## src/rtl/kvs_axi_read_master.sv

```systemverilog
// AXI4 read master: issues AR bursts over a contiguous byte range and streams the
// returned R beats straight onto a 512-bit AXI4-Stream with a bounded outstanding count.
module kvs_axi_read_master #(
  parameter int unsigned C_M_AXI_ADDR_WIDTH = 64,
  parameter int unsigned C_M_AXI_DATA_WIDTH = 512,
  parameter int unsigned C_XFER_SIZE_WIDTH  = 32,
  parameter int unsigned C_BURST_LEN        = 64,
  parameter int unsigned C_MAX_OUTSTANDING  = 16
) (
  input  logic                          aclk,
  input  logic                          areset_n,
  input  logic                          ctrl_start,
  input  logic [C_M_AXI_ADDR_WIDTH-1:0] ctrl_addr_offset,
  input  logic [C_XFER_SIZE_WIDTH-1:0]  ctrl_xfer_size_in_bytes,
  output logic                          ctrl_done,
  output logic                          m_axi_arvalid,
  input  logic                          m_axi_arready,
  output logic [C_M_AXI_ADDR_WIDTH-1:0] m_axi_araddr,
  output logic [7:0]                    m_axi_arlen,
  input  logic                          m_axi_rvalid,
  output logic                          m_axi_rready,
  input  logic [C_M_AXI_DATA_WIDTH-1:0] m_axi_rdata,
  input  logic                          m_axi_rlast,
  output logic                          m_axis_tvalid,
  input  logic                          m_axis_tready,
  output logic                          m_axis_tlast,
  output logic [C_M_AXI_DATA_WIDTH-1:0] m_axis_tdata
);

  localparam int unsigned NW = C_XFER_SIZE_WIDTH - 5;
  localparam int unsigned CW = $clog2(C_MAX_OUTSTANDING + 1);
  localparam logic [NW-1:0] BURST_BEATS = NW'(C_BURST_LEN);
  localparam logic [CW-1:0] MAX_OUT = CW'(C_MAX_OUTSTANDING);
  localparam logic [C_M_AXI_ADDR_WIDTH-1:0] BURST_STRIDE = C_M_AXI_ADDR_WIDTH'(C_BURST_LEN * 64);
  localparam logic [C_M_AXI_ADDR_WIDTH-1:0] OFS_MASK = BURST_STRIDE - C_M_AXI_ADDR_WIDTH'(1);

  typedef enum logic [1:0] {IDLE, RUN, DONE} state_t;

  state_t                 state;
  logic [NW-1:0]          n_beats;
  logic [NW-1:0]          ar_rem;
  logic [NW-1:0]          beat_cnt;
  logic [CW-1:0]          outstanding;

  logic [C_XFER_SIZE_WIDTH:0]    size_round;
  logic [NW-1:0]                 n_start;
  logic [C_M_AXI_ADDR_WIDTH-1:0] base_aligned;
  logic                          run;
  logic                          ar_hs;
  logic                          t_hs;
  logic                          r_last_hs;
  logic                          ar_slot_free;
  logic [NW-1:0]                 rem_next;
  logic [CW-1:0]                 cnt_next;
  logic                          issue_next;

  function automatic logic [7:0] burst_arlen(input logic [NW-1:0] rem);
    if (rem >= BURST_BEATS) return 8'(C_BURST_LEN - 1);
    else                    return 8'(rem - NW'(1));
  endfunction

  assign size_round   = {1'b0, ctrl_xfer_size_in_bytes} + (C_XFER_SIZE_WIDTH + 1)'(63);
  assign n_start      = NW'(size_round >> 6);
  assign base_aligned = ctrl_addr_offset & ~OFS_MASK;

  assign run           = (state == RUN);
  assign m_axis_tvalid = m_axi_rvalid & run;
  assign m_axi_rready  = m_axis_tready & run;
  assign m_axis_tdata  = m_axi_rdata;
  assign m_axis_tlast  = m_axis_tvalid & (beat_cnt == n_beats - NW'(1));

  assign t_hs         = m_axis_tvalid & m_axis_tready;
  assign r_last_hs    = t_hs & m_axi_rlast;
  assign ar_hs        = m_axi_arvalid & m_axi_arready;
  assign ar_slot_free = ~m_axi_arvalid | m_axi_arready;

  // Look-ahead of remaining beats and outstanding count so a new AR can follow
  // an accepted one in the very next cycle.
  always_comb begin
    rem_next = ar_rem;
    if (ar_hs) rem_next = ar_rem - (NW'(m_axi_arlen) + NW'(1));
    cnt_next = outstanding;
    if (ar_hs && !r_last_hs)      cnt_next = outstanding + CW'(1);
    else if (!ar_hs && r_last_hs) cnt_next = outstanding - CW'(1);
    issue_next = (rem_next != '0) && (cnt_next < MAX_OUT);
  end

  always_ff @(posedge aclk) begin
    if (!areset_n) begin
      state         <= IDLE;
      ctrl_done     <= 1'b0;
      m_axi_arvalid <= 1'b0;
      m_axi_araddr  <= '0;
      m_axi_arlen   <= '0;
      n_beats       <= '0;
      ar_rem        <= '0;
      beat_cnt      <= '0;
      outstanding   <= '0;
    end else begin
      case (state)
        IDLE: begin
          ctrl_done <= 1'b0;
          if (ctrl_start) begin
            n_beats      <= n_start;
            ar_rem       <= n_start;
            beat_cnt     <= '0;
            outstanding  <= '0;
            m_axi_araddr <= base_aligned;
            m_axi_arlen  <= burst_arlen(n_start);
            if (n_start == '0) begin
              state <= DONE;
            end else begin
              state         <= RUN;
              m_axi_arvalid <= 1'b1;
            end
          end
        end
        RUN: begin
          outstanding <= cnt_next;
          ar_rem      <= rem_next;
          if (ar_hs) m_axi_araddr <= m_axi_araddr + BURST_STRIDE;
          if (ar_slot_free) begin
            m_axi_arvalid <= issue_next;
            if (issue_next) m_axi_arlen <= burst_arlen(rem_next);
          end
          if (t_hs) begin
            beat_cnt <= beat_cnt + NW'(1);
            if (m_axis_tlast) begin
              state         <= DONE;
              ctrl_done     <= 1'b1;
              m_axi_arvalid <= 1'b0;
            end
          end
        end
        DONE: begin
          // Entered with done already high from RUN; an empty transfer arrives
          // with done low and spends one extra cycle here to raise it.
          m_axi_arvalid <= 1'b0;
          if (ctrl_done) begin
            ctrl_done <= 1'b0;
            state     <= IDLE;
          end else begin
            ctrl_done <= 1'b1;
          end
        end
        default: state <= IDLE;
      endcase
    end
  end

endmodule

```

## config.mk

```make
export PLATFORM = sky130hd
export DESIGN_NAME = kvs_axi_read_master
export DESIGN_NICKNAME = d
export VERILOG_FILES = /design/src/rtl/kvs_axi_read_master.sv
export SDC_FILE = /design/constraint.sdc
export NUM_CORES = 1
export LEC_CHECK = 0
export CAP_MARGIN = 20
export CORE_AREA = 3 3 475 477
export CTS_BUF_LIST = sky130_fd_sc_hd__clkbuf_2
export DETAILED_ROUTE_END_ITERATION = 10
export DIE_AREA = 0 0 478 480
export SLEW_MARGIN = 20
export SYNTH_ARGS = -nofsm -noshare
export SYNTH_HDL_FRONTEND = slang
export SYNTH_SLANG_ARGS = --single-unit
```

## constraint.sdc

```tcl
create_clock -name aclk -period 3.37 [get_ports aclk]
set_input_delay 0.674 -clock aclk [delete_from_list [all_inputs] [get_ports aclk]]
set_output_delay 0.674 -clock aclk [all_outputs]
set_load 0.02 [all_outputs]
```

==> impl_metrics.json, run 1 <==
{
  "min_path_cells": 3,
  "numCtsBuffers": 17,
  "worst_slack_ns": -1.09,
  "drc": 0,
  "status": "finished, violations left",
  "rows": 173,
  "drt.antenna.violating_nets": 0,
  "start_util_pct": 6.64,
  "grt_max_degree": 85,
  "core-area_mm2": 0.222,
  "post_dp_cell_area_mm2": 0.0172,
  "htree_levels": 4,
  "report.final.slew_viol_count": 0,
  "drv_cap": 0,
  "clkPwrFrac_pct": 11.9,
  "die_area_mm2": 0.229,
  "synth_edf_count": 0,
  "cp_max_fo": 4,
  "drt_iter0_markers": 1197,
  "layout-drive-gt1-share_pct": 16.6,
  "clk_pin_slew_ns": 0.31,
  "holdPathEnd": "m_axi_araddr[29]",
  "ff2ff_path_depth": 12,
  "root_buffer": "clkbuf_2",
  "antenna_found_initial": 2,
  "tns_ns": -1.09,
  "timing.rr.end": "m_axi_arlen[6]",
  "power_leakage_nw": 5.44,
  "cp_data_arrival_time_ns": 3.78,
  "worst_pin_slew_ns": 0.698,
  "regArea_mm2": 0.00301,
  "io_pins": 1204,
  "final_common_cell": "buf_4",
  "r2r_start": "m_axi_arlen[0]",
  "min_path_type": "primary input to flip-flop",
  "dr.pass1.iters": 6,
  "wl_mm": 108,
  "avgRoutedWirePerCell_um": 22.6,
  "syn-instance-count": 2026,
  "period_share_pct": 132,
  "final_cell_mix": "buf_4, nor2_1, nand2_1, clkdlybuf4s50_1, dfxtp_1",
  "vias": 13793,
  "grt_overflow_total": 0,
  "multiInputGateArea_mm2": 0.00755,
  "seqPwrFrac_pct": 25.0,
  "insertion_delay_ns": 1.04,
  "ys_seq_elements": 150,
  "grt_pass1_vias": 12859,
  "synth_top_area_cell": "buf_4",
  "fin_nets": 2418,
  "p_sw_share_pct": 50.1,
  "crit_type": "flip-flop to output port",
  "intPower_w": 0.00569,
  "syn-cell-area_mm2": 0.0147,
  "grt_pass1_wl_mm": 135,
  "cp.required_ns": 2.70,
  "reg2reg_slack_ns": 0.04,
  "die-height_um": 480,
  "fillers": 25984,
  "failed_checks": "negative setup slack",
  "finalHoldViolations": 0,
  "syn_avg_cell_area_um2": 7.27,
  "switching_power_w": 0.00572,
  "rsz0062_at_grt": "true",
  "fin_cells": 4773,
  "portBuffers": 155,
  "fin_worst_skew_ns": 0.132,
  "synth_area_leaders": "buf_4, dfxtp_1, nor2_1, nand2_1, a21oi_1",
  "postLayoutCellArea_mm2": 0.0179,
  "synth_top_cell_area_share_pct": 26.8,
  "clock_path_buffers": 2,
  "vdd_drop_max_mv": 0.353,
  "grtUsageTotal_pct": 8.88,
  "gp_congestion": 0.884,
  "start_kind": "flip-flop",
  "relSlewSlack_pct": 53.5,
  "hold_start": "ctrl_addr_offset[29]",
  "fmax_mhz": 224,
  "synth.distinct_cells": 81,
  "cts_tree": "done",
  "synth_ff_type": "dfxtp_1",
  "synthToLayoutAreaGrowth_pct": 21.4,
  "viasPerCell": 2.89,
  "powerDensity_mw_per_mm2": 639,
  "ys_seq_area_share_pct": 20.4,
  "die_w_um": 478,
  "post-place-ws_ns": -0.818,
  "dpl.cell_count": 4725,
  "cp-end-kind": "output port",
  "hpwl_mm": 91.0,
  "synthArstFlopShare_pct": 0,
  "comb_power_share_pct": 63.1,
  "cts.sinks": 150,
  "setup_viol": 1,
  "yosys_warnings": 0,
  "period_needed_ns": 4.46
}
-- cell type report --
type                    instances  share of cell area, %
diodes                          2                 0.0280
flip-flops and latches        150                   16.9
clock buffers                  18                  0.504
well taps                    2975                   20.8
multi-input cells            1225                   42.2
inverters                      38                  0.812
repair buffers                351                   17.7
clock inverters                14                   1.00
-- cell usage after synthesis (all sizes together), types with 4 or more instances --
master,instances
or3,21
buf,537
inv,38
o2111ai,4
nor2b,11
o2bb2ai,5
or2,5
a211o,4
o21ai,93
ha,19
or4,12
nor4b,4
mux2i,27
nor3,55
a31oi,8
nor2,173
o41ai,4
o211ai,17
xnor2,56
clkbuf,87
o21a,5
a21oi,125
a22oi,7
nand2,173
o221ai,4
dfxtp,150
a211oi,47
nand3,69
nand4b,10
nand2b,8
xor2,50
o22ai,15
nor3b,5
and2,22
nand4,30
and4,13
a221oi,5
and3,29
o31ai,5
a2bb2oi,5
nor4,29
a21o,6
-- cell families (layout without fill, tap and decap cells) --
kind of cell,count (synthesis),after routing,synth area share [%]
simple gates,677,677,22.9
buf+inv,662,421,30.4
compound gates,382,382,16.4
flops,150,150,20.4
xor+xnor,106,106,6.30
mux,28,28,1.91
fa+ha+maj,20,20,1.75
other cells,1,14,0.0255
-- sequential cells by signal (all words and copies together), names as in the netlist --
name	cells
ar_rem	27
beat_cnt	27
ctrl_done	1
m_axi_araddr	52
m_axi_arlen	8
m_axi_arvalid	1
n_beats	27
outstanding	5
state	2
-- repair_timing --
action,CTS,global route
gates cloned,3,0
pin swaps,9,17
resized for setup,21,24
buffers inserted,4,6
hold endpoints to repair,4,0
hold buffers,1,0
endpoints found under the setup margin,9,15
-- critical path, stage by stage, from the launching register on --
cell and delay, ns:
dfxtp_2 0.39, or4_4 0.52, or4_4 0.53, or2_4 0.27, o41ai_2 0.21, o211ai_1 0.20
nor4_4 0.28, and3_4 0.29, buf_12 0.12
-- per-layer routing --
metal  share of wire, %  GRT usage, %  wire length [um]
met1                 20          5.36             21600
met4                8.7          7.13              9410
met5               0.10         0.352               112
met2                 43          13.3             46000
met3                 28          11.1             30500
-- power by group through the flow --
stage               registers [W]  clock network, W  logic (W)
floorplan                 0.00303                 0    0.00457
global placement          0.00284                 0    0.00661
detailed placement        0.00285                 0    0.00665
CTS                       0.00283           0.00147    0.00701
global route              0.00293           0.00150    0.00778
finish                    0.00286           0.00136    0.00720
-- per-stage QoR --
step                power, W  util (%)  hold WS, ns
floorplan            0.00760         -        0.443
global placement     0.00946      7.76        0.459
detailed placement   0.00951      7.76        0.472
CTS                   0.0113      7.98       0.0444
global route          0.0122      8.06        0.180
finish                0.0114      8.06        0.311
-- worst max-delay path by stage --
stage | slack (ns) | cells past startpoint | from | end
2_1_floorplan | 0.04 | 13 | m_axi_arlen[0] | m_axi_arlen[6]
3_3_place_gp | -0.82 | 9 | m_axi_rvalid | m_axis_tlast
3_5_place_dp | -0.82 | 9 | m_axi_rvalid | m_axis_tlast
4_1_cts | -1.34 | 8 | n_beats[11] | m_axis_tlast
5_1_grt | -1.37 | 8 | n_beats[11] | m_axis_tlast
6_report | -1.09 | 8 | n_beats[11] | m_axis_tlast
No activity file was read; power rests on OpenSTA's default activity.
==> run 2: changes to the inputs <==
--- a/config.mk
+++ b/config.mk
@@ -7,8 +7,8 @@
 export LEC_CHECK = 0
 export CAP_MARGIN = 20
-export CORE_AREA = 3 3 475 477
+export CORE_AREA = 3 3 467 469
 export CTS_BUF_LIST = sky130_fd_sc_hd__clkbuf_2
 export DETAILED_ROUTE_END_ITERATION = 10
-export DIE_AREA = 0 0 478 480
+export DIE_AREA = 0 0 470 472
 export SLEW_MARGIN = 20
 export SYNTH_ARGS = -nofsm -noshare
==> constraint.sdc (replaced) <==
create_clock -name aclk -period 4.17 [get_ports aclk]
set_input_delay 0.834 -clock aclk [delete_from_list [all_inputs] [get_ports aclk]]
set_output_delay 0.834 -clock aclk [all_outputs]
set_load 0.005 [all_outputs]
==> run 2 against run 1 <==
  * The flow still finishes with violations (negative setup slack)
  * Non-clock buffer count shrank 116
  * Sequential cell count unchanged
  * Clock skew shrank 0.0082 ns
  * Total power is 29% lower
  * Clock-buffer cell count shrank 1
  * Sequential share of layout area up 1.3 points
  * Design area is 7.1% lower
  * Cell count shrank 5.3%
  * Setup slack better by 0.70 ns
  * Largest cell class unchanged
==> impl_metrics.json, run 2 (same netlist as run 1, synthesis figures left out) <==
{
  "postLayoutCellArea_mm2": 0.0166,
  "antenna_found_initial": 4,
  "largest_reg_flops": 52,
  "final_util_pct": 7.75,
  "die_area_mm2": 0.222,
  "setup_viol": 1,
  "intPower_w": 0.00401,
  "clock_path_buffers": 2,
  "final_cell_mix": "nor2_1, nand2_1, clkdlybuf4s50_1, dfxtp_1, a21oi_1",
  "cts.sinks": 150,
  "dpl.cell_count": 4475,
  "comb_power_share_pct": 58.7,
  "dr.pass1.iters": 6,
  "layout-drive-gt1-share_pct": 9.70,
  "cp_max_fo": 3,
  "clkPwrFrac_pct": 12.0,
  "min_path_type": "primary input to flip-flop",
  "cp-end-kind": "output port",
  "relSlewSlack_pct": 45.7,
  "powerDensity_mw_per_mm2": 486,
  "fillers": 25212,
  "grt_util_met3_pct": 11.6,
  "root_buffer": "clkbuf_2",
  "viasPerCell": 2.89,
  "vias": 13059,
  "wl_mm": 102,
  "regMostFlops": "m_axi_araddr",
  "crit_type": "flip-flop to output port",
  "finalHoldViolations": 0,
  "post_dp_cell_area_mm2": 0.0162,
  "status": "finished, violations left",
  "start_util_pct": 6.87,
  "gp_congestion": 0.883,
  "post-place-ws_ns": -0.594,
  "numCtsBuffers": 17,
  "synthToLayoutAreaGrowth_pct": 12.8,
  "cts_tree": "done",
  "die_w_um": 470,
  "drt_iter0_markers": 988,
  "fin_worst_skew_ns": 0.124,
  "fin_cells": 4520,
  "seqPwrFrac_pct": 29.3,
  "p_sw_share_pct": 50.3,
  "start_kind": "flip-flop",
  "rows": 170,
  "worst_slack_ns": -0.385,
  "worst_pin_slew_ns": 0.812,
  "fmax_mhz": 220,
  "fin_nets": 2302,
  "power_leakage_nw": 4.76,
  "cp_data_arrival_time_ns": 3.72,
  "drc": 0,
  "period_share_pct": 109,
  "final_common_cell": "nor2_1",
  "switching_power_w": 0.00406,
  "grtUsageTotal_pct": 8.74,
  "portBuffers": 155,
  "drt.antenna.violating_nets": 0,
  "htree_levels": 4,
  "die-height_um": 472,
  "grt_overflow_total": 0,
  "grt-busiest-layer": "met2",
  "drv_cap": 0,
  "core-area_mm2": 0.214,
  "hpwl_mm": 89.0,
  "io_pins": 1204,
  "grt_pass1_wl_mm": 128,
  "insertion_delay_ns": 1.07,
  "grt_pass1_vias": 12245,
  "cp.required_ns": 3.34,
  "grt_max_degree": 153,
  "rsz0062_at_grt": "true",
  "met1_usage_pct": 4.68,
  "clk_pin_slew_ns": 0.40,
  "report.final.slew_viol_count": 0,
  "failed_checks": "negative setup slack",
  "avgRoutedWirePerCell_um": 22.6,
  "gr-usage-met2_pct": 13.6,
  "vdd_drop_max_mv": 0.242,
  "period_needed_ns": 4.55
}
## run 2: cell type report
type	count	area [um^2]	area share (%)
antenna	2	5.00	0.0301
clock buffer	17	85.1	0.512
clock inverter	15	161	0.971
inverter	38	145	0.874
multi-input combinational	1225	7450	44.9
sequential	150	3020	18.1
tap	2838	3550	21.4
timing repair buffer	235	2200	13.2
## run 2: routing by layer
metal,routed length (um),vias up
met1,19100,5858
li1,-,5778
met3,29600,349
met5,225,-
met4,8020,2
met2,45200,1072
## run 2: power by group through the flow
stage	clock network (W)	logic (W)	registers (W)
floorplan	0	0.00334	0.00220
finish	0.000970	0.00474	0.00236
global placement	0	0.00457	0.00235
detailed placement	0	0.00462	0.00237
global route	0.00107	0.00520	0.00242
CTS	0.00106	0.00470	0.00234
## run 2: final timing paths
kind / startpoint / endpoint / slack (ns) / cells after the start
worst max register to register: n_beats[9] / m_axi_arvalid / 0.01 / 20
worst min register to register: n_beats[26] / n_beats[26] / 0.48 / 2
worst min-delay path: ctrl_addr_offset[18] / m_axi_araddr[18] / 0.36 / 3
worst max-delay path: n_beats[9] / m_axis_tlast / -0.38 / 9
## run 2: critical path, cell delays in order, from the launching register on
cell      delay [ns]
dfxtp_2         0.37
or4_4           0.53
or4_4           0.50
buf_6           0.14
nor4_4          0.22
and3_1          0.19
o211ai_1        0.11
nor4_2          0.28
and3_4          0.29
buf_6           0.11
## run 2: repair_timing
action | CTS | global route
cloned | 0 | 0
pin swaps | 9 | 10
resized for setup | 23 | 11
hold endpoints to repair | 1 | 0
buffers inserted | 9 | 3
endpoints found under the setup margin | 2 | 4
hold buffers | 1 | 0
## run 2: metrics by stage
stage          TNS, ns  total power, W  hold slack (ns)
2_1_floorplan        0         0.00554            0.443
3_3_place_gp    -0.683         0.00692            0.457
3_5_place_dp    -0.594         0.00699            0.468
4_1_cts         -0.630         0.00810           0.0566
5_1_grt         -0.777         0.00869            0.227
6_report        -0.385         0.00808            0.355
